==> config.mk <==
export PLATFORM = sky130hd
export DESIGN_NAME = mem_port_arbiter_flat
export DESIGN_NICKNAME = d
export VERILOG_FILES = /design/src/rtl/cpu_consts.sv /design/src/rtl/mem_port_arbiter_if.sv /design/src/rtl/mem_lane_align.sv /design/src/rtl/mem_port_arbiter.sv /design/src/flat_wrapper.sv
export SDC_FILE = /design/constraint.sdc
export NUM_CORES = 1
export LEC_CHECK = 0
export CAP_MARGIN = 10
export CORE_ASPECT_RATIO = 1.1
export CORE_MARGIN = 5
export CORE_UTILIZATION = 25
export CTS_CLUSTER_DIAMETER = 200
export DETAILED_ROUTE_END_ITERATION = 10
export PLACE_DENSITY_LB_ADDON = 0.12
export SETUP_SLACK_MARGIN = 0.3
export SLEW_MARGIN = 0
export SYNTH_ARGS = -nofsm -noshare
export SYNTH_HDL_FRONTEND = slang
export SYNTH_SLANG_ARGS = --single-unit
export TNS_END_PERCENT = 30
==> constraint.sdc <==
create_clock -name clk -period 17.1 [get_ports clk]
set_input_delay 5.13 -clock clk [delete_from_list [all_inputs] [get_ports clk]]
set_output_delay 5.13 -clock clk [all_outputs]
set_load 0.01 [all_outputs]
==> src/rtl/cpu_consts.sv <==
// Shared CPU constants: memory access sizes plus the memory-port arbiter's
// state and owner encodings, and the alignment rule used by the lane aligner.
package cpu_consts;

    typedef enum logic [1:0] {
        BYTE        = 2'd0,
        HALF_WORD   = 2'd1,
        WORD        = 2'd2,
        DOUBLE_WORD = 2'd3
    } mem_access_size_t;

    typedef enum logic [1:0] {
        IDLE  = 2'd0,
        ISSUE = 2'd1,
        WAIT  = 2'd2,
        RESP  = 2'd3
    } arb_state_t;

    typedef enum logic {
        OWN_INSTR = 1'b0,
        OWN_DATA  = 1'b1
    } arb_owner_t;

    localparam int unsigned DATA_W = 32;

    // A 32-bit port cannot carry a double word, so that size is always rejected.
    function automatic logic is_misaligned(input mem_access_size_t size,
                                           input logic [1:0] off);
        logic mis;
        case (size)
            BYTE:        mis = 1'b0;
            HALF_WORD:   mis = off[0];
            WORD:        mis = (off != 2'b00);
            DOUBLE_WORD: mis = 1'b1;
            default:     mis = 1'b1;
        endcase
        return mis;
    endfunction

endpackage

==> src/rtl/mem_port_arbiter_if.sv <==
// Downstream memory bus of the arbiter: request/grant plus response channel.
// The arbiter drives it through the master modport, the memory through slave.
interface mem_port_arbiter_if #(
    parameter int ADDR_W = 32
);
    logic              mem_req_o;
    logic [ADDR_W-1:0] mem_addr_o;
    logic              mem_wr_o;
    logic [3:0]        mem_be_o;
    logic [31:0]       mem_wdata_o;
    logic              mem_gnt_i;
    logic              mem_rvalid_i;
    logic [31:0]       mem_rdata_i;

    modport master (
        output mem_req_o,
        output mem_addr_o,
        output mem_wr_o,
        output mem_be_o,
        output mem_wdata_o,
        input  mem_gnt_i,
        input  mem_rvalid_i,
        input  mem_rdata_i
    );

    modport slave (
        input  mem_req_o,
        input  mem_addr_o,
        input  mem_wr_o,
        input  mem_be_o,
        input  mem_wdata_o,
        output mem_gnt_i,
        output mem_rvalid_i,
        output mem_rdata_i
    );
endinterface

==> src/rtl/mem_lane_align.sv <==
// Combinational byte-lane logic for a 32-bit port: byte enables and lane
// replication for stores, shift-down and sign/zero extension for loads, and
// the alignment check.
module mem_lane_align
    import cpu_consts::*;
(
    input  mem_access_size_t size_i,
    input  logic [1:0]       addr_lo_i,
    input  logic             zero_extnd_i,
    input  logic [31:0]      wdata_i,
    input  logic [31:0]      rdata_i,
    output logic [3:0]       be_o,
    output logic [31:0]      wdata_o,
    output logic [31:0]      rdata_o,
    output logic             misaligned_o
);

    // Addressed byte/half moved down to lane 0; upper lanes are never needed.
    logic [15:0] lane_s;
    assign lane_s = 16'(rdata_i >> {addr_lo_i, 3'b000});

    assign misaligned_o = is_misaligned(size_i, addr_lo_i);

    // Per-size lane enables, store replication and load extension.
    always_comb begin
        be_o    = 4'h0;
        wdata_o = 32'h0000_0000;
        rdata_o = 32'h0000_0000;
        case (size_i)
            BYTE: begin
                be_o    = 4'b0001 << addr_lo_i;
                wdata_o = {4{wdata_i[7:0]}};
                if (zero_extnd_i) begin
                    rdata_o = {24'h00_0000, lane_s[7:0]};
                end else begin
                    rdata_o = {{24{lane_s[7]}}, lane_s[7:0]};
                end
            end
            HALF_WORD: begin
                be_o    = 4'b0011 << {addr_lo_i[1], 1'b0};
                wdata_o = {2{wdata_i[15:0]}};
                if (zero_extnd_i) begin
                    rdata_o = {16'h0000, lane_s};
                end else begin
                    rdata_o = {{16{lane_s[15]}}, lane_s};
                end
            end
            WORD: begin
                be_o    = 4'hF;
                wdata_o = wdata_i;
                rdata_o = rdata_i;
            end
            default: begin
                be_o    = 4'h0;
                wdata_o = 32'h0000_0000;
                rdata_o = 32'h0000_0000;
            end
        endcase
    end

endmodule

==> src/rtl/mem_port_arbiter.sv <==
// Shares one memory port between instruction fetch and load/store.
// Data wins arbitration; one transaction outstanding; responses go back to
// the registered owner. Optional fetch-starvation guard: define
// MEM_ARB_FAIR_EN to let fetch win after STARVE_MAX back-to-back data grants.
module mem_port_arbiter
    import cpu_consts::*;
#(
    parameter int ADDR_W     = 32,
    parameter int STARVE_MAX = 4
) (
    input  logic              clk,
    input  logic              reset,

    input  logic              instr_req,
    input  logic [ADDR_W-1:0] instr_addr,
    output logic              instr_rsp_valid,
    output logic [31:0]       instr_rdata,

    input  logic              data_req,
    input  logic [ADDR_W-1:0] data_addr,
    input  logic              data_wr,
    input  mem_access_size_t  data_byte,
    input  logic              data_zero_extnd,
    input  logic [31:0]       data_wdata,
    output logic              data_rsp_valid,
    output logic [31:0]       data_rdata,
    output logic              data_err,

    mem_port_arbiter_if.master mem
);

    arb_state_t        state_q, state_d;
    arb_owner_t        owner_q, owner_d;
    mem_access_size_t  size_q, size_d;
    logic [1:0]        addr_lo_q, addr_lo_d;
    logic              wr_q, wr_d;
    logic              zext_q, zext_d;

    logic              mem_req_q, mem_req_d;
    logic [ADDR_W-1:0] mem_addr_q, mem_addr_d;
    logic              mem_wr_q, mem_wr_d;
    logic [3:0]        mem_be_q, mem_be_d;
    logic [31:0]       mem_wdata_q, mem_wdata_d;

    logic              instr_rsp_valid_q, instr_rsp_valid_d;
    logic [31:0]       instr_rdata_q, instr_rdata_d;
    logic              data_rsp_valid_q, data_rsp_valid_d;
    logic [31:0]       data_rdata_q, data_rdata_d;
    logic              data_err_q, data_err_d;

    logic              pick_data_s;
    logic              fetch_force_s;

    mem_access_size_t  al_size_s;
    logic [1:0]        al_addr_s;
    logic              al_zext_s;
    logic [31:0]       al_wdata_in_s;
    logic [3:0]        al_be_s;
    logic [31:0]       al_wdata_s;
    logic [31:0]       al_rdata_s;
    logic              al_mis_s;

    // Fetch addresses are word-aligned by contract; their low bits are dropped.
    logic [1:0]        unused_instr_lo_s;
    assign unused_instr_lo_s = instr_addr[1:0];

`ifdef MEM_ARB_FAIR_EN
    localparam int CNT_W = $clog2(STARVE_MAX + 1);

    logic [CNT_W-1:0] starve_q, starve_d;

    assign fetch_force_s = instr_req && data_req && (starve_q == CNT_W'(STARVE_MAX));

    // Count data grants made over a waiting fetch; any fetch grant clears it.
    always_comb begin
        starve_d = starve_q;
        if (state_q == IDLE) begin
            if (pick_data_s && instr_req) begin
                if (starve_q != CNT_W'(STARVE_MAX)) begin
                    starve_d = starve_q + CNT_W'(1);
                end else begin
                    starve_d = starve_q;
                end
            end else if (instr_req) begin
                starve_d = '0;
            end else begin
                starve_d = starve_q;
            end
        end else begin
            starve_d = starve_q;
        end
    end

    // Starvation counter register.
    always_ff @(posedge clk or posedge reset) begin
        if (reset) begin
            starve_q <= '0;
        end else begin
            starve_q <= starve_d;
        end
    end
`else
    assign fetch_force_s = 1'b0;

    logic [31:0] unused_starve_s;
    assign unused_starve_s = 32'(STARVE_MAX);
`endif

    assign pick_data_s = data_req && !fetch_force_s;

    // In IDLE the aligner sees the arbitration winner; afterwards the held request.
    always_comb begin
        if (state_q == IDLE) begin
            if (pick_data_s) begin
                al_size_s     = data_byte;
                al_addr_s     = data_addr[1:0];
                al_zext_s     = data_zero_extnd;
                al_wdata_in_s = data_wdata;
            end else begin
                al_size_s     = WORD;
                al_addr_s     = 2'b00;
                al_zext_s     = 1'b0;
                al_wdata_in_s = 32'h0000_0000;
            end
        end else begin
            al_size_s     = size_q;
            al_addr_s     = addr_lo_q;
            al_zext_s     = zext_q;
            al_wdata_in_s = 32'h0000_0000;
        end
    end

    mem_lane_align u_lane_align (
        .size_i       (al_size_s),
        .addr_lo_i    (al_addr_s),
        .zero_extnd_i (al_zext_s),
        .wdata_i      (al_wdata_in_s),
        .rdata_i      (mem.mem_rdata_i),
        .be_o         (al_be_s),
        .wdata_o      (al_wdata_s),
        .rdata_o      (al_rdata_s),
        .misaligned_o (al_mis_s)
    );

    // Arbitration, request issue, response capture and response pulse.
    always_comb begin
        state_d           = state_q;
        owner_d           = owner_q;
        size_d            = size_q;
        addr_lo_d         = addr_lo_q;
        wr_d              = wr_q;
        zext_d            = zext_q;
        mem_req_d         = mem_req_q;
        mem_addr_d        = mem_addr_q;
        mem_wr_d          = mem_wr_q;
        mem_be_d          = mem_be_q;
        mem_wdata_d       = mem_wdata_q;
        instr_rsp_valid_d = 1'b0;
        instr_rdata_d     = instr_rdata_q;
        data_rsp_valid_d  = 1'b0;
        data_rdata_d      = data_rdata_q;
        data_err_d        = data_err_q;
        case (state_q)
            IDLE: begin
                if (pick_data_s) begin
                    owner_d   = OWN_DATA;
                    size_d    = data_byte;
                    addr_lo_d = data_addr[1:0];
                    wr_d      = data_wr;
                    zext_d    = data_zero_extnd;
                    if (al_mis_s) begin
                        state_d          = RESP;
                        data_rsp_valid_d = 1'b1;
                        data_err_d       = 1'b1;
                        data_rdata_d     = 32'h0000_0000;
                    end else begin
                        state_d     = ISSUE;
                        mem_req_d   = 1'b1;
                        mem_addr_d  = {data_addr[ADDR_W-1:2], 2'b00};
                        mem_wr_d    = data_wr;
                        mem_be_d    = al_be_s;
                        mem_wdata_d = data_wr ? al_wdata_s : 32'h0000_0000;
                    end
                end else if (instr_req) begin
                    owner_d     = OWN_INSTR;
                    size_d      = WORD;
                    addr_lo_d   = 2'b00;
                    wr_d        = 1'b0;
                    zext_d      = 1'b0;
                    state_d     = ISSUE;
                    mem_req_d   = 1'b1;
                    mem_addr_d  = {instr_addr[ADDR_W-1:2], 2'b00};
                    mem_wr_d    = 1'b0;
                    mem_be_d    = al_be_s;
                    mem_wdata_d = 32'h0000_0000;
                end else begin
                    state_d = IDLE;
                end
            end
            ISSUE: begin
                if (mem.mem_gnt_i) begin
                    mem_req_d = 1'b0;
                    state_d   = WAIT;
                end else begin
                    state_d = ISSUE;
                end
            end
            WAIT: begin
                if (mem.mem_rvalid_i) begin
                    state_d = RESP;
                    if (owner_q == OWN_DATA) begin
                        data_rsp_valid_d = 1'b1;
                        data_err_d       = 1'b0;
                        data_rdata_d     = wr_q ? 32'h0000_0000 : al_rdata_s;
                    end else begin
                        instr_rsp_valid_d = 1'b1;
                        instr_rdata_d     = mem.mem_rdata_i;
                    end
                end else begin
                    state_d = WAIT;
                end
            end
            RESP: begin
                state_d = IDLE;
            end
            default: begin
                state_d = IDLE;
            end
        endcase
    end

    // FSM and registered-output flops.
    always_ff @(posedge clk or posedge reset) begin
        if (reset) begin
            state_q           <= IDLE;
            owner_q           <= OWN_INSTR;
            size_q            <= BYTE;
            addr_lo_q         <= 2'b00;
            wr_q              <= 1'b0;
            zext_q            <= 1'b0;
            mem_req_q         <= 1'b0;
            mem_addr_q        <= '0;
            mem_wr_q          <= 1'b0;
            mem_be_q          <= 4'h0;
            mem_wdata_q       <= 32'h0000_0000;
            instr_rsp_valid_q <= 1'b0;
            instr_rdata_q     <= 32'h0000_0000;
            data_rsp_valid_q  <= 1'b0;
            data_rdata_q      <= 32'h0000_0000;
            data_err_q        <= 1'b0;
        end else begin
            state_q           <= state_d;
            owner_q           <= owner_d;
            size_q            <= size_d;
            addr_lo_q         <= addr_lo_d;
            wr_q              <= wr_d;
            zext_q            <= zext_d;
            mem_req_q         <= mem_req_d;
            mem_addr_q        <= mem_addr_d;
            mem_wr_q          <= mem_wr_d;
            mem_be_q          <= mem_be_d;
            mem_wdata_q       <= mem_wdata_d;
            instr_rsp_valid_q <= instr_rsp_valid_d;
            instr_rdata_q     <= instr_rdata_d;
            data_rsp_valid_q  <= data_rsp_valid_d;
            data_rdata_q      <= data_rdata_d;
            data_err_q        <= data_err_d;
        end
    end

    assign mem.mem_req_o   = mem_req_q;
    assign mem.mem_addr_o  = mem_addr_q;
    assign mem.mem_wr_o    = mem_wr_q;
    assign mem.mem_be_o    = mem_be_q;
    assign mem.mem_wdata_o = mem_wdata_q;

    assign instr_rsp_valid = instr_rsp_valid_q;
    assign instr_rdata     = instr_rdata_q;
    assign data_rsp_valid  = data_rsp_valid_q;
    assign data_rdata      = data_rdata_q;
    assign data_err        = data_err_q;

endmodule

==> src/flat_wrapper.sv <==
// flat-port wrapper written by rule: the top's interface ports become plain ports
module mem_port_arbiter_flat import cpu_consts::*;
#(
    parameter int ADDR_W     = 32,
    parameter int STARVE_MAX = 4
)
  (clk, reset, instr_req, instr_addr, instr_rsp_valid, instr_rdata, data_req, data_addr, data_wr, data_byte, data_zero_extnd, data_wdata, data_rsp_valid, data_rdata, data_err, mem_mem_req_o, mem_mem_addr_o, mem_mem_wr_o, mem_mem_be_o, mem_mem_wdata_o, mem_mem_gnt_i, mem_mem_rvalid_i, mem_mem_rdata_i);
  mem_port_arbiter_if #(.ADDR_W(ADDR_W)) mem_i ();
  input  logic clk;
  input  logic reset;
  input  logic instr_req;
  input  logic [ADDR_W-1:0] instr_addr;
  output logic instr_rsp_valid;
  output logic [31:0] instr_rdata;
  input  logic data_req;
  input  logic [ADDR_W-1:0] data_addr;
  input  logic data_wr;
  input  mem_access_size_t data_byte;
  input  logic data_zero_extnd;
  input  logic [31:0] data_wdata;
  output logic data_rsp_valid;
  output logic [31:0] data_rdata;
  output logic data_err;
  output wire logic [$bits(mem_i.mem_req_o)-1:0] mem_mem_req_o;
  output wire logic [$bits(mem_i.mem_addr_o)-1:0] mem_mem_addr_o;
  output wire logic [$bits(mem_i.mem_wr_o)-1:0] mem_mem_wr_o;
  output wire logic [$bits(mem_i.mem_be_o)-1:0] mem_mem_be_o;
  output wire logic [$bits(mem_i.mem_wdata_o)-1:0] mem_mem_wdata_o;
  input wire logic [$bits(mem_i.mem_gnt_i)-1:0] mem_mem_gnt_i;
  input wire logic [$bits(mem_i.mem_rvalid_i)-1:0] mem_mem_rvalid_i;
  input wire logic [$bits(mem_i.mem_rdata_i)-1:0] mem_mem_rdata_i;
  assign mem_mem_req_o = mem_i.mem_req_o;
  assign mem_mem_addr_o = mem_i.mem_addr_o;
  assign mem_mem_wr_o = mem_i.mem_wr_o;
  assign mem_mem_be_o = mem_i.mem_be_o;
  assign mem_mem_wdata_o = mem_i.mem_wdata_o;
  assign mem_i.mem_gnt_i = mem_mem_gnt_i;
  assign mem_i.mem_rvalid_i = mem_mem_rvalid_i;
  assign mem_i.mem_rdata_i = mem_mem_rdata_i;
  mem_port_arbiter #(.ADDR_W(ADDR_W), .STARVE_MAX(STARVE_MAX)) u_core (.clk(clk), .reset(reset), .instr_req(instr_req), .instr_addr(instr_addr), .instr_rsp_valid(instr_rsp_valid), .instr_rdata(instr_rdata), .data_req(data_req), .data_addr(data_addr), .data_wr(data_wr), .data_byte(data_byte), .data_zero_extnd(data_zero_extnd), .data_wdata(data_wdata), .data_rsp_valid(data_rsp_valid), .data_rdata(data_rdata), .data_err(data_err), .mem(mem_i));
endmodule
==> out/qor.csv, run 1 <==
stage,metric,value,unit
pwr,Combinational Power Share,45.3,%
pwr,Net Sw Frac,35.8,%
routing,WL met3,2280,µm
timing,RSZ-0062 raised after global routing,false,
pwr,Internal Dissipation,0.00112,W
timing,Worst-Margin Slew,1.08,ns
critical_path,CP Launch Type,input port,
timing,Rel. slew slack,27.5,%
synthesis,Post-synth top flop,dfrtp_1,
grt,largest net degree at the start of global routing,102,
floorplan,die height,179,µm
timing,Hold Fails Final Rpt,0,
floorplan,Core Rows,62,
final_layout,register area,0.00360,mm²
synthesis,"EDFF count, synth",0,
routing,drt drc,0,
routing,met2 wire length,10400,µm
routing,"antenna viol nets, final",0,
routing,wl on met1,9900,µm
pwr,PwrDens,173,mW/mm²
pwr,Worst VDD drop,0.0804,mV
synthesis,Synthesis Warnings,0,
final_layout,Layout Cells excl Fill,1192,
clocking,CTS max path bufs,2,
timing,setup_tns,0,ns
flow_run,maxcap violations,0,
pwr,Seq pwr share,32.3,%
synthesis,Unique masters post-synth,45,
grt,vias in the first global route,5866,
routing,top layer in use,met5,
place,Placed Area,0.00950,mm²
hold_path,HP Class,flop to flop,
pwr,sw power,0.000625,W
timing,final worst path period need,7.87,ns
final_layout,share of cells above drive strength 1,10.7,%
clocking,CTS Root Cell,clkbuf_16,
clocking,total CTS buffers,17,
routing,DR vias/cell,4.70,
synthesis,"Seq/Total Area, Yosys",55.3,%
routing,overall routed net length,23000,µm
place,RePlAce Congestion,0.799,
pwr,clock share of power,22.4,%
critical_path,largest delay contributor family on the critical path,compound AO/OA/AOI/OAI gates,
critical_path,worst path required time,17.41,ns
routing,DRT Pass-1 Iters,6,
critical_path,CP bufs+invs,2,
synthesis,Post-Syn Area,0.00651,mm²
critical_path,Crit. End Element,flop,
floorplan,Die X,164,µm
floorplan,I/O pin total,275,
timing,Tcrit/Tclk final,46.0,%
timing,fmax,127,MHz
clocking,H-tree levels,4,
clocking,Worst-Skew Late Latency,0.42,ns
clocking,CTS tree,done,
final_layout,Nets,966,
clocking,hold_buf cts,0,
critical_path,crit path max-delay cell type,nand3_1,
clocking,"CTS clk-pin slew, worst paths",0.06,ns
pwr,P_leak,4.30,nW
synthesis,synthesized instance count,577,
critical_path,crit path DAT,8.18,ns
clocking,postcts setup bufs,0,
timing,Setup-failing EPs final,0,
synthesis,Yosys reg bits,144,
synthesis,cell accounting for the most synthesized area,dfrtp_1,
grt,first-pass GRT wire length,34800,µm
synthesis,Post-Syn Area per Cell,11.3,µm²
floorplan,die area,0.0294,mm²
synthesis,Async SR Flop Fraction,100,%
synthesis,largest cells by area after synthesis,"dfrtp_1 (55%), nand2_1 (6.5%), mux2_2 (5.5%)",
timing,Final Slew Violations,0,
grt,initial antenna violation count,3,
grt,All-Layer GR Usage,15.4,%
critical_path,"Cell Chain, Critical Path",buf_2 -> buf_4 -> or4b_4 -> a221oi_4 -> a221o_1 -> nand3_1 -> o21ai_0,
final_layout,"Area growth, synth to finish",55.2,%
final_layout,n_diodes,0,
clocking,clock sinks,144,
final_layout,final instance area,0.0101,mm²
final_layout,fillers,2581,
place,placed cell count,1161,
critical_path,worst-path fanout max,40,
clocking,Post-CTS Resized,0,
floorplan,core area,0.0259,mm²
grt,global route overflow,0,
routing,DR vias,5598,
critical_path,CP Class,input port to flop,
timing,Clock Skew,0.0126,ns
place,IO buf count,270,
final_layout,area of the multi-input gates,0.00271,mm²
critical_path,max incr delay on CP,0.66,ns
place,Post-DP HPWL,17000,µm
outcome,status,"complete, no violations",
floorplan,Starting Density,25.1,%
synthesis,post-synth top area share,55.3,%
routing,initial DRC count,229,
pwr,total power,0.00175,W
routing,WL/cell,19.3,µm
[routing by layer]
layer,GRT usage (%),vias up
met5,0,-
li1,-,2592
met4,4.09,6
met1,19.8,2742
met3,6.42,21
met2,23.9,237
[Yosys cell counts, drive strengths merged (4+ instances only)]
| cell | n |
|---|---|
| a22o | 10 |
| a21boi | 11 |
| a21o | 5 |
| mux4 | 7 |
| nor2 | 10 |
| a21oi | 24 |
| nand2 | 112 |
| clkbuf | 17 |
| buf | 26 |
| mux2 | 32 |
| a22oi | 16 |
| o21ai | 58 |
| mux2i | 33 |
| o211ai | 10 |
| inv | 4 |
| dfrtp | 144 |
| a222oi | 7 |
| a221o | 18 |
| o31ai | 5 |
[worst register-to-register path, stage by stage, from the launching register on]
cell and delay [ns]:
dfrtp_1 0.53, or4b_4 0.64, a221oi_4 0.61, a221o_1 0.24
nand3_1 0.66, o21ai_0 0.42
[placed cells by master, fill, tap and decap left out, types with 5 or more instances in the layout]
| cell | n |
|---|---|
| nand2_1 | 112 |
| a221o_1 | 18 |
| mux2_2 | 32 |
| dfrtp_1 | 144 |
| clkbuf_16 | 17 |
| mux4_2 | 7 |
| o31ai_1 | 5 |
| a22oi_1 | 16 |
| o211ai_1 | 10 |
| a21oi_1 | 22 |
| nor2_1 | 8 |
| mux2i_1 | 33 |
| a22o_1 | 10 |
| a222oi_1 | 7 |
| clkdlybuf4s50_1 | 269 |
| o21ai_0 | 56 |
| a21boi_0 | 10 |
| inv_6 | 6 |
[stage by stage]
step	setup WS, ns	hold WS [ns]	util (%)
after global placement	8.83	0.459	36.7
after detailed placement	8.71	0.457	36.7
after floorplan	8.10	0.447	-
after CTS	9.18	0.470	39.0
final	9.23	0.466	39.0
after global routing	8.92	0.492	39.0
[cell families (layout without fill, tap and decap cells)]
family	after synthesis	after routing	share of synthesized area, %
and+or+nand+nor	141	141	9.51
DFF	144	144	55.3
other	1	2	0.0576
AOI/OAI and AO/OA	172	172	18.6
muxes	72	72	13.0
buffers and inverters	47	309	3.46
[final timing paths]
| path | slack (ns) | end | cells past startpoint | start |
|---|---|---|---|---|
| worst max register to register | 13.90 | u_core.mem.mem_wdata_o[11] | 5 | u_core.state_q[1] |
| worst min register to register | 0.47 | u_core.data_rdata[4] | 2 | u_core.data_rdata[4] |
| min in group asynchronous | 5.23 | u_core.instr_rdata[21] | 2 | reset |
| max in group asynchronous | 10.52 | u_core.instr_rsp_valid | 3 | reset |
| worst max-delay path | 9.23 | u_core.mem.mem_wdata_o[11] | 7 | data_req |
| worst min-delay path | 0.47 | u_core.data_rdata[4] | 2 | u_core.data_rdata[4] |
[area by class of cell]
| class | instances | share of cell area (%) |
|---|---|---|
| tap | 352 | 4.35 |
| multi-input combinational | 387 | 26.8 |
| sequential | 144 | 35.6 |
| inverter | 4 | 0.198 |
| timing repair buffer | 274 | 27.0 |
| clock inverter | 13 | 1.72 |
| clock buffer | 18 | 4.34 |
[power groups by stage]
stage | Sequential, W | Clock (W) | Combinational [W]
global placement | 0.000564 | 0 | 0.000795
detailed placement | 0.000568 | 0 | 0.000802
floorplan | 0.000612 | 0 | 0.000357
global route | 0.000582 | 0.000419 | 0.000864
CTS | 0.000565 | 0.000404 | 0.000803
finish | 0.000564 | 0.000391 | 0.000791
[registers in the layout (all words and copies together), names as in the netlist, 2 cells and up]
register and flops:
u_core.instr_rdata 32, u_core.mem.mem_addr_o 30, u_core.state_q 2, u_core.mem.mem_wdata_o 32, u_core.addr_lo_q 2, u_core.size_q 2
u_core.data_rdata 32, u_core.mem.mem_be_o 4
(Power assumes the default switching activity.)
==> inputs of run 2 (changes only) <==
==> constraint.sdc (replaced) <==
create_clock -name clk -period 6.6 [get_ports clk]
set_input_delay 1.98 -clock clk [delete_from_list [all_inputs] [get_ports clk]]
set_output_delay 1.98 -clock clk [all_outputs]
set_load 0.01 [all_outputs]
==> run 2 against run 1 <==
Net effect:
- die area did not move
- core utilization rose by 0.17 points
- setup slack got worse by 7.3 ns
- non-clock buffer count rose by 2
- worst hold slack improved by 0.0054 ns
- combinational power rose to 2.6 times the previous value
- sequential cell count did not move
- clock skew fell by 0.0011 ns
- routed wire length rose by 1.1%
- critical endpoint is now u_core.data_rdata[2]
- largest cell class unchanged
==> out/qor.csv, run 2 (synthesized netlist as in run 1, its figures left out) <==
stage,metric,value,unit
final_layout,register area,0.00360,mm²
hold_path,hold path startpoint,u_core.data_rdata[3],
routing,"antenna viol nets, final",0,
critical_path,CP Class,input port to flop,
final_layout,area of the multi-input gates,0.00271,mm²
final_layout,Nets,968,
final_layout,"most common cell after layout, fill and taps aside",clkdlybuf4s50_1,
clocking,total CTS buffers,17,
place,Placed Area,0.00952,mm²
final_layout,share of cells above drive strength 1,10.9,%
floorplan,die area,0.0294,mm²
routing,initial DRC count,286,
pwr,Worst VDD drop,0.198,mV
critical_path,Crit. End Element,flop,
final_layout,"Area growth, synth to finish",55.9,%
floorplan,die height,179,µm
timing,Clock Skew,0.0116,ns
timing,Tcrit/Tclk final,71.4,%
clocking,H-tree levels,4,
routing,DRT Pass-1 Iters,6,
timing,RSZ-0062 raised after global routing,false,
timing,final worst path period need,4.72,ns
timing,Setup-failing EPs final,0,
timing,Rel. slew slack,22.2,%
timing,Worst-Margin Slew,1.16,ns
floorplan,Die X,164,µm
pwr,PwrDens,450,mW/mm²
grt,global route overflow,0,
place,RePlAce Congestion,0.794,
floorplan,Core Rows,62,
timing,Final Slew Violations,0,
final_layout,most frequent cells in the layout,"clkdlybuf4s50_1 (269), dfrtp_1 (144), nand2_1 (112), o21ai_0 (56), mux2i_1 (33)",
grt,All-Layer GR Usage,15.4,%
critical_path,Worst setup startpoint,data_byte[1],
pwr,P_leak,4.32,nW
floorplan,Starting Density,25.1,%
clocking,CTS tree,done,
timing,fmax,212,MHz
grt,largest net degree at the start of global routing,102,
timing,Hold Fails Final Rpt,0,
critical_path,worst path required time,6.95,ns
clocking,"CTS clk-pin slew, worst paths",0.06,ns
clocking,CTS max path bufs,2,
clocking,Worst-Skew Late Latency,0.42,ns
routing,met2 wire length,10800,µm
final_layout,fillers,2544,
routing,WL/cell,19.4,µm
floorplan,I/O pin total,275,
routing,top layer in use,met5,
routing,overall routed net length,23200,µm
clocking,clock sinks,144,
grt,vias in the first global route,5861,
critical_path,reg2reg start,u_core.state_q[1],
final_layout,final instance area,0.0102,mm²
hold_path,HP Class,flop to flop,
critical_path,worst-path fanout max,23,
place,IO buf count,270,
flow_run,maxcap violations,0,
routing,DR vias,5646,
timing,setup_tns,0,ns
clocking,CTS Root Cell,clkbuf_16,
routing,WL met3,2170,µm
critical_path,crit path DAT,5.06,ns
outcome,status,"complete, no violations",
place,Post-DP HPWL,17400,µm
clocking,Post-CTS Resized,0,
critical_path,CP Launch Type,input port,
clocking,hold_buf cts,0,
grt,first-pass GRT wire length,34700,µm
routing,drt drc,0,
floorplan,core area,0.0259,mm²
grt,initial antenna violation count,2,
routing,wl on met1,9950,µm
clocking,postcts setup bufs,0,
routing,DR vias/cell,4.72,
## run 2: per-layer routing
layer / track usage (%) / vias to the layer above
li1: - / 2605
met1: 19.7 / 2765
met2: 24.8 / 254
met3: 5.63 / 20
met4: 4.44 / 2
met5: 0 / -
## run 2: final timing paths
check,endpoint,depth (start not counted),slack (ns)
worst max-delay path,u_core.data_rdata[2],8,1.88
worst min-delay path,u_core.data_rdata[3],2,0.47
worst max register to register,u_core.data_rdata[2],7,3.20
worst min register to register,u_core.data_rdata[3],2,0.47
max in group asynchronous,u_core.mem.mem_addr_o[25],3,3.57
min in group asynchronous,u_core.instr_rdata[21],2,2.00
## run 2: through the flow
stage / setup WS (ns) / power, W / std cells / util (%) / hold slack [ns]
finish: 1.88 / 0.00458 / 1195 / 39.2 / 0.471
CTS: 1.86 / 0.00465 / 1194 / 39.2 / 0.474
global route: 1.67 / 0.00487 / 1194 / 39.2 / 0.501
global placement: 1.47 / 0.00352 / 1163 / 36.7 / 0.456
floorplan: 0.754 / 0.00251 / 578 / - / 0.447
detailed placement: 1.42 / 0.00356 / 1163 / 36.7 / 0.461
## run 2: cell type report
cell class / count / share of cell area (%)
clock buffer: 18 / 4.32
clock inverter: 13 / 1.97
sequential: 144 / 35.5
inverter: 4 / 0.197
timing repair buffer: 276 / 27.0
multi-input combinational: 387 / 26.7
antenna: 1 / 0.0246
tap: 352 / 4.34
## run 2: power breakdown
part           total [W]  internal (W)  switching [W]
sequential       0.00146       0.00124       0.000221
combinational    0.00205       0.00105        0.00100
clock            0.00106      0.000651       0.000407
## run 2: critical path, stage by stage
cell and delay, ns:
clkdlybuf4s50_1 0.40, or4b_4 0.53, a221oi_4 0.63, a221oi_2 0.16, a21boi_2 0.90, buf_4 0.32, nand2_1 0.07, nand2_1 0.05
==> inputs of run 3 (changes only) <==
==> constraint.sdc (replaced) <==
create_clock -name clk -period 3.93 [get_ports clk]
set_input_delay 1.179 -clock clk [delete_from_list [all_inputs] [get_ports clk]]
set_output_delay 1.179 -clock clk [all_outputs]
set_load 0.01 [all_outputs]
==> run 3 against run 2 <==
Net effect:
- clock power grew 46%
- core utilization grew 0.38 points
- sequential share of layout area shrank 0.34 points
- via count grew 1.1%
- clock skew is essentially flat
- global-route usage shrank 0.22 points
- register-to-register slack lost 1.9 ns
- critical endpoint is now u_core.data_rdata[29]
- largest cell class unchanged
==> out/qor.csv, run 3 (synthesized netlist as in run 1, its figures left out) <==
stage,metric,value,unit
critical_path,FF-to-FF setup slack,1.31,ns
outcome,status,"complete, no violations",
grt,largest net degree at the start of global routing,74,
routing,met2 wire length,11000,µm
critical_path,max incr delay on CP,0.53,ns
routing,wl on met1,9370,µm
critical_path,worst r2r dst,u_core.data_rdata[29],
clocking,CTS Root Cell,clkbuf_16,
pwr,Internal Dissipation,0.00479,W
floorplan,core area,0.0259,mm²
routing,DR vias,5706,
floorplan,Core Rows,62,
clocking,Worst-Skew Late Latency,0.42,ns
critical_path,CP bufs+invs,1,
place,Post-DP HPWL,17500,µm
critical_path,CP Class,input port to flop,
clocking,"CTS clk-pin slew, worst paths",0.06,ns
pwr,P_leak,4.38,nW
routing,drt drc,0,
flow_run,maxcap violations,0,
pwr,Combinational Power Share,47.1,%
routing,top layer in use,met4,
timing,Rel. slew slack,35.0,%
pwr,Net Sw Frac,36.7,%
hold_path,HP Class,flop to flop,
pwr,sw power,0.00277,W
critical_path,largest delay contributor family on the critical path,compound AO/OA/AOI/OAI gates,
routing,DRT Pass-1 Iters,5,
pwr,Seq pwr share,32.4,%
grt,vias in the first global route,6030,
critical_path,CP most frequent cell,a221o_1,
final_layout,Nets,985,
timing,Final WS setup,0.780,ns
critical_path,reg2reg start,u_core.state_q[1],
pwr,PwrDens,738,mW/mm²
clocking,hold_buf cts,0,
timing,Setup-failing EPs final,0,
timing,Worst-Margin Slew,0.975,ns
floorplan,die height,179,µm
place,Place WS,0.348,ns
timing,Clock Skew,0.0115,ns
final_layout,"most common cell after layout, fill and taps aside",clkdlybuf4s50_1,
place,IO buf count,270,
final_layout,most frequent cells in the layout,"clkdlybuf4s50_1 (269), dfrtp_1 (144), nand2_1 (112), o21ai_0 (56), mux2i_1 (33)",
critical_path,worst path required time,4.28,ns
hold_path,hold path startpoint,u_core.data_rdata[4],
clocking,CTS max path bufs,2,
critical_path,Crit. End Element,flop,
place,placed cell count,1180,
routing,WL/cell,18.9,µm
clocking,clock sinks,144,
floorplan,die area,0.0294,mm²
routing,"antenna viol nets, final",0,
critical_path,crit path max-delay cell type,or4b_4,
grt,All-Layer GR Usage,15.2,%
critical_path,worst reg2reg path depth,6,
final_layout,n_diodes,0,
place,RePlAce Congestion,0.816,
clocking,total CTS buffers,17,
routing,overall routed net length,22900,µm
pwr,total power,0.00757,W
grt,global route overflow,0,
critical_path,crit path DAT,3.50,ns
timing,final worst path period need,3.15,ns
grt,first-pass GRT wire length,34700,µm
timing,worst hold slack,0.471,ns
routing,WL met3,2140,µm
timing,Hold Fails Final Rpt,0,
hold_path,Min-Delay Endpoint,u_core.data_rdata[4],
floorplan,Die X,164,µm
final_layout,area of the multi-input gates,0.00270,mm²
floorplan,I/O pin total,275,
timing,Final Slew Violations,0,
routing,initial DRC count,326,
routing,DR vias/cell,4.71,
clocking,postcts setup bufs,0,
final_layout,Layout Cells excl Fill,1212,
clocking,H-tree levels,4,
clocking,CTS tree,done,
timing,RSZ-0062 raised after global routing,false,
critical_path,worst-path fanout max,16,
grt,initial antenna violation count,0,
critical_path,"Cell Chain, Critical Path",clkdlybuf4s50_1 -> or4b_4 -> nand2_1 -> o21ai_1 -> a221o_1 -> a21oi_4 -> a221o_1,
floorplan,Starting Density,25.1,%
timing,setup_tns,0,ns
timing,fmax,317,MHz
final_layout,share of cells above drive strength 1,12.8,%
final_layout,"Area growth, synth to finish",57.4,%
pwr,Worst VDD drop,0.332,mV
final_layout,fillers,2547,
timing,Tcrit/Tclk final,80.1,%
critical_path,CP Launch Type,input port,
clocking,Post-CTS Resized,0,
hold_path,hold path depth,2,
pwr,clock share of power,20.5,%
final_layout,register area,0.00360,mm²
-- run 3: metrics by stage --
stage / instance area (µm²) / util [%]
6_report: 10300 / 39.6
5_1_grt: 10300 / 39.6
4_1_cts: 10300 / 39.6
3_5_place_dp: 9700 / 37.4
3_3_place_gp: 9700 / 37.4
2_1_floorplan: 6520 / -
-- run 3: how the worst max path moves through the flow --
stage | startpoint | to | slack (ns) | cells past startpoint
3_3_place_gp | data_byte[1] | u_core.data_rdata[29] | 0.41 | 7
6_report | data_byte[1] | u_core.data_rdata[29] | 0.78 | 7
5_1_grt | data_byte[1] | u_core.data_rdata[28] | 0.66 | 7
2_1_floorplan | reset | u_core.addr_lo_q[0] | 0.95 | 1
3_5_place_dp | data_byte[1] | u_core.data_rdata[31] | 0.35 | 7
4_1_cts | data_byte[1] | u_core.data_rdata[29] | 0.78 | 7
-- run 3: per-layer routing --
layer | vias to the layer above | global-route usage (%)
met5 | - | 0
met4 | 0 | 4.68
met3 | 19 | 5.27
met2 | 238 | 25.1
met1 | 2802 | 18.9
li1 | 2647 | -
-- run 3: cell type report --
| type | instances | share of cell area [%] |
|---|---|---|
| clock inverters | 14 | 1.16 |
| repair buffers | 293 | 28.6 |
| well taps | 352 | 4.29 |
| clock buffers | 18 | 4.28 |
| multi-input cells | 387 | 26.4 |
| inverters | 4 | 0.183 |
| flip-flops and latches | 144 | 35.1 |
-- run 3: power by group through the flow --
stage | logic [W] | clock network [W] | registers [W]
finish | 0.00356 | 0.00155 | 0.00245
global route | 0.00389 | 0.00165 | 0.00253
CTS | 0.00363 | 0.00160 | 0.00246
detailed placement | 0.00362 | 0 | 0.00248
global placement | 0.00358 | 0 | 0.00246
floorplan | 0.00155 | 0 | 0.00266
-- run 3: worst register-to-register path, cell delays in order, from the launching register on --
cell,delay [ns]
dfrtp_1,0.53
or4b_4,0.65
nand2_1,0.26
o21ai_1,0.16
a221o_1,0.33
a21oi_4,0.43
a221o_1,0.20
